===== src/rtl/dec_scan.sv =====
// One-hot decoder with direct-hold and timed scan modes.
// y, vld and wrap are registered; every command takes effect one cycle after load.
module dec_scan #(
  parameter int unsigned N  = 2,
  parameter int unsigned DW = 4
) (
  input  logic              clk,
  input  logic              rst,
  input  logic              en,
  input  logic              load,
  input  logic              mode,
  input  logic [N-1:0]      sel,
  input  logic [DW-1:0]     dwell,
  output logic [2**N-1:0]   y,
  output logic              vld,
  output logic              wrap
);

  localparam int unsigned NY = 2**N;

  typedef enum logic [1:0] {
    IDLE = 2'd0,
    HOLD = 2'd1,
    SCAN = 2'd2
  } state_t;

  state_t          r_state;
  state_t          w_state_nxt;
  logic [N-1:0]    r_idx;
  logic [N-1:0]    w_idx_nxt;
  logic [N-1:0]    w_idx_adv;
  logic [DW-1:0]   r_cnt;
  logic [DW-1:0]   w_cnt_nxt;
  logic [DW-1:0]   r_dwell;
  logic [DW-1:0]   w_dwell_nxt;
  logic [NY-1:0]   w_y_nxt;
  logic            w_vld_nxt;
  logic            w_wrap_nxt;

  assign w_idx_adv = r_idx + N'(1);

  // State and output registers
  always_ff @(posedge clk) begin
    if (rst) begin
      r_state <= IDLE;
      r_idx   <= '0;
      r_cnt   <= '0;
      r_dwell <= '0;
      y       <= '0;
      vld     <= 1'b0;
      wrap    <= 1'b0;
    end else begin
      r_state <= w_state_nxt;
      r_idx   <= w_idx_nxt;
      r_cnt   <= w_cnt_nxt;
      r_dwell <= w_dwell_nxt;
      y       <= w_y_nxt;
      vld     <= w_vld_nxt;
      wrap    <= w_wrap_nxt;
    end
  end

  // Next state: disable beats load, load beats the scan advance
  always_comb begin
    w_state_nxt = r_state;
    w_idx_nxt   = r_idx;
    w_cnt_nxt   = r_cnt;
    w_dwell_nxt = r_dwell;
    w_y_nxt     = y;
    w_vld_nxt   = vld;
    w_wrap_nxt  = 1'b0;

    if (!en) begin
      w_state_nxt = IDLE;
      w_idx_nxt   = '0;
      w_cnt_nxt   = '0;
      w_y_nxt     = '0;
      w_vld_nxt   = 1'b0;
    end else if (load) begin
      w_idx_nxt = sel;
      w_y_nxt   = NY'(1) << sel;
      w_vld_nxt = 1'b1;
      if (mode) begin
        w_state_nxt = SCAN;
        w_cnt_nxt   = dwell;
        w_dwell_nxt = dwell;
      end else begin
        w_state_nxt = HOLD;
        w_cnt_nxt   = '0;
      end
    end else if (r_state == SCAN) begin
      if (r_cnt != '0) begin
        w_cnt_nxt = r_cnt - DW'(1);
      end else begin
        // Dwell expired: step to the next index and re-arm the counter
        w_idx_nxt  = w_idx_adv;
        w_cnt_nxt  = r_dwell;
        w_y_nxt    = NY'(1) << w_idx_adv;
        w_wrap_nxt = (r_idx == {N{1'b1}});
      end
    end
  end

endmodule


===== config.mk =====
export PLATFORM = sky130hd
export DESIGN_NAME = dec_scan
export DESIGN_NICKNAME = d
export VERILOG_FILES = /design/src/rtl/dec_scan.sv
export SDC_FILE = /design/constraint.sdc
export NUM_CORES = 1
export LEC_CHECK = 0
export CAP_MARGIN = 40
export CORE_MARGIN = 4
export CORE_UTILIZATION = 28
export CTS_BUF_LIST = sky130_fd_sc_hd__clkbuf_16
export CTS_CLUSTER_SIZE = 30
export DETAILED_ROUTE_END_ITERATION = 10
export PLACE_DENSITY = 0.47
export SYNTH_ARGS = -nofsm -noshare
export SYNTH_HDL_FRONTEND = slang
export SYNTH_SLANG_ARGS = --single-unit

===== constraint.sdc =====
create_clock -name clk -period 3.41 [get_ports clk]
set_input_delay 0.682 -clock clk [delete_from_list [all_inputs] [get_ports clk]]
set_output_delay 0.682 -clock clk [all_outputs]
set_load 0.05 [all_outputs]

==> flow_metrics.py <==
metrics = {
    "route": {
        "postRouteAntennaNets": 0,
        "wl_per_cell_um": 13.4,
        "via_per_inst": 4.95,
        "first_iter_violations": 27,
        "drtPass1Iterations": 4,
        "drc": 0,
        "dr_total_vias": 727,
        "wirelength_um": 1960,
    },
    "cts": {
        "insertion_delay_ns": 0.25,
        "clk_pin_slew_ns": 0.05,
        "post-cts-setup-buffers": 0,
        "cts_root_buffer": "clkbuf_16",
        "post_cts_resized": 0,
        "cts.sinks": 18,
        "cts_buffers": 3,
        "htreeDepth": 1,
        "tritoncts": "yes",
        "clk_path_buf_depth": 2,
        "holdBufCountCts": 0,
    },
    "logic_synthesis": {
        "netlist_area_um2": 833,
        "synth_cells": 99,
        "yosys.area.top_type": "dfxtp_1",
        "synth_top_cell_area_share_pct": 43.2,
        "synth-seq-area-share_pct": 43.2,
        "yosysWarnings": 0,
        "postSynthAreaPerCell_um2": 8.42,
        "synth.distinct_cells": 27,
        "ys_ff_latch": 18,
        "synth_area_leaders": "dfxtp_1 43%, a21oi_1 8.4%, nand2_1 5.0%",
        "syn-num-nets": 112,
    },
    "power_and_ir_drop": {
        "switching_share_pct": 24.6,
        "comb_power_share_pct": 13.7,
        "p_seq_share_pct": 41.4,
        "p_clk_share_pct": 44.9,
        "vdd_ir_drop_max_uv": 194,
        "p_int_w": 0.000407,
        "power.switching_w": 0.000133,
        "power_density_nw_per_um2": 498,
        "p_leak_nw": 0.397,
    },
    "sta": {
        "timing_hold_violations_final": 0,
        "fin_tns_setup_ns": 0,
        "rsz0062_at_grt": "false",
        "fin_skew_ns": 0.00285,
        "setup_viol": 0,
        "slew_violations": 0,
        "period_share_pct": 63.0,
        "slew_headroom_pct": 59.5,
        "fmax_ghz": 0.466,
        "period_minus_slack_ns": 2.15,
        "worst_pin_slew_ns": 0.608,
    },
    "critical_path": {
        "criticalPathCategory": "in -> reg",
        "startpoint_type": "input pin",
        "path_max_fanout": 12,
        "end_kind": "flop",
        "required_ns": 3.59,
        "critical_path_arrival_ns": 2.33,
    },
    "global_routing": {
        "antenna_found_initial": 0,
        "grt_pass1_wl_um": 3350,
        "grt_pass1_vias": 731,
        "grt_usage_pct": 11.1,
        "grt_max_degree": 15,
        "grt_overflow_total": 0,
    },
    "finish": {
        "area_delta_synth_final_pct": 30.2,
        "fin_util_pct": 38.7,
        "drive_above_1_share_pct": 8.62,
        "fill_cells": 289,
        "diodes": 0,
        "nNetsFinal": 130,
    },
    "min_path": {
        "hp-class": "reg -> reg",
    },
    "die": {
        "dieArea_um2": 3910,
        "num_rows": 19,
        "fp.dieW_um": 62.6,
        "num_io_pins": 17,
        "die_h_um": 62.6,
        "initial_core_util_pct": 29.7,
        "coreArea_um2": 2810,
    },
    "place": {
        "gp_congestion": 0.732,
        "io_buffers": 16,
        "dp_hpwl_um": 1420,
    },
    "status": {
        "status": "complete, no violations",
    },
    "flow_run": {
        "cap_viol_max_count": 0,
    },
}
## metrics by stage
| stage | hold WS (ns) | area (um2) | setup slack, ns | power, W | std cells |
|---|---|---|---|---|---|
| 6_report | 0.458 | 1080 | 1.26 | 0.000540 | 147 |
| 5_1_grt | 0.475 | 1080 | 1.11 | 0.000560 | 147 |
| 4_1_cts | 0.459 | 1080 | 1.25 | 0.000546 | 147 |
| 3_5_place_dp | 0.449 | 1010 | 0.984 | 0.000302 | 143 |
| 3_3_place_gp | 0.441 | 1010 | 1.04 | 0.000302 | 143 |
| 2_1_floorplan | 0.430 | 833 | 1.87 | 0.000277 | 99 |
## final timing paths
path	from	end	slack [ns]	depth (start not counted)
worst max-delay path	load	y[1]$_SDFFE_PP0P_	1.26	5
worst min-delay path	y[2]$_SDFFE_PP0P_	y[2]$_SDFFE_PP0P_	0.46	2
worst max register to register	r_cnt[0]$_SDFFE_PP0P_	y[3]$_SDFFE_PP0P_	1.70	6
worst min register to register	y[2]$_SDFFE_PP0P_	y[2]$_SDFFE_PP0P_	0.46	2
## placed cells by master (no fill, tap or decap)
master and instances:
or2_2 1, nand3_1 7, nand2_1 11, nor2_1 11
or3_1 2, a221oi_1 3, ha_1 2, clkinv_1 1
clkdlybuf4s50_1 16, nor3b_1 1, nor3_1 4, and2_1 1
and2b_1 1, a21oi_2 1, a211oi_1 4, or3b_4 1
o211ai_1 2, and2b_2 2, mux2i_1 1, dfxtp_1 18
clkbuf_16 3, a21oi_1 14, nor3b_2 1, inv_1 4
nand2b_1 1, a21o_2 1, o21ai_0 1, o31ai_1 1
## registers in the layout (all words and copies together), names as in the netlist
signal   count
y            4
r_idx        2
vld          1
wrap         1
r_state      2
r_dwell      4
r_cnt        4
## power by group through the flow
| stage | Sequential (W) | Clock, W | Combinational, W |
|---|---|---|---|
| final | 0.000224 | 0.000242 | 0.0000738 |
| after global routing | 0.000225 | 0.000253 | 0.0000816 |
| after CTS | 0.000224 | 0.000248 | 0.0000741 |
| after detailed placement | 0.000228 | 0 | 0.0000737 |
| after global placement | 0.000228 | 0 | 0.0000737 |
| after floorplan | 0.000233 | 0 | 0.0000434 |
## metal layers
metal  share of wire (%)  up-vias  global-route usage [%]  wire (um)
li1                    -      389                       -          -
met1                  53      322                    13.8       1030
met2                  40       11                    15.8        788
met3                 4.1        5                    3.78         81
met4                 3.1        0                    7.44         60
met5                   0        -                       0          0
## critical path, cell delays in order
cell	delay, ns
clkdlybuf4s50_1	0.72
mux2i_1	0.35
inv_1	0.09
or3_1	0.34
a21oi_1	0.13
## layout make-up
type | instances | area [um2] | area share, %
clock buffers | 3 | 75.1 | 6.92
multi-input cells | 74 | 432 | 39.8
inverters | 4 | 15.0 | 1.38
clock inverters | 1 | 3.75 | 0.346
flip-flops and latches | 18 | 360 | 33.2
well taps | 31 | 38.8 | 3.58
repair buffers | 16 | 160 | 14.8
## cells in the mapped netlist (all sizes together)
cell,instances
a21o,1
a211oi,4
o31ai,1
o21ai,1
and2,1
a21oi,15
o211ai,2
nand2,11
and2b,3
nand3,7
a221oi,3
nor3b,2
or2,1
or3b,1
buf,2
dfxtp,18
or3,2
inv,4
clkbuf,1
nor3,4
ha,2
nor2,11
nand2b,1
mux2i,1
## cells by family after synthesis
kind of cell | Yosys count | synth area share, %
muxes | 1 | 1.20
buffers and inverters | 7 | 4.95
AOI/OAI and AO/OA | 27 | 20.6
adders and majority gates | 2 | 3.00
DFF | 18 | 43.2
and+or+nand+nor | 44 | 27.0
(Power assumes the default switching activity.)
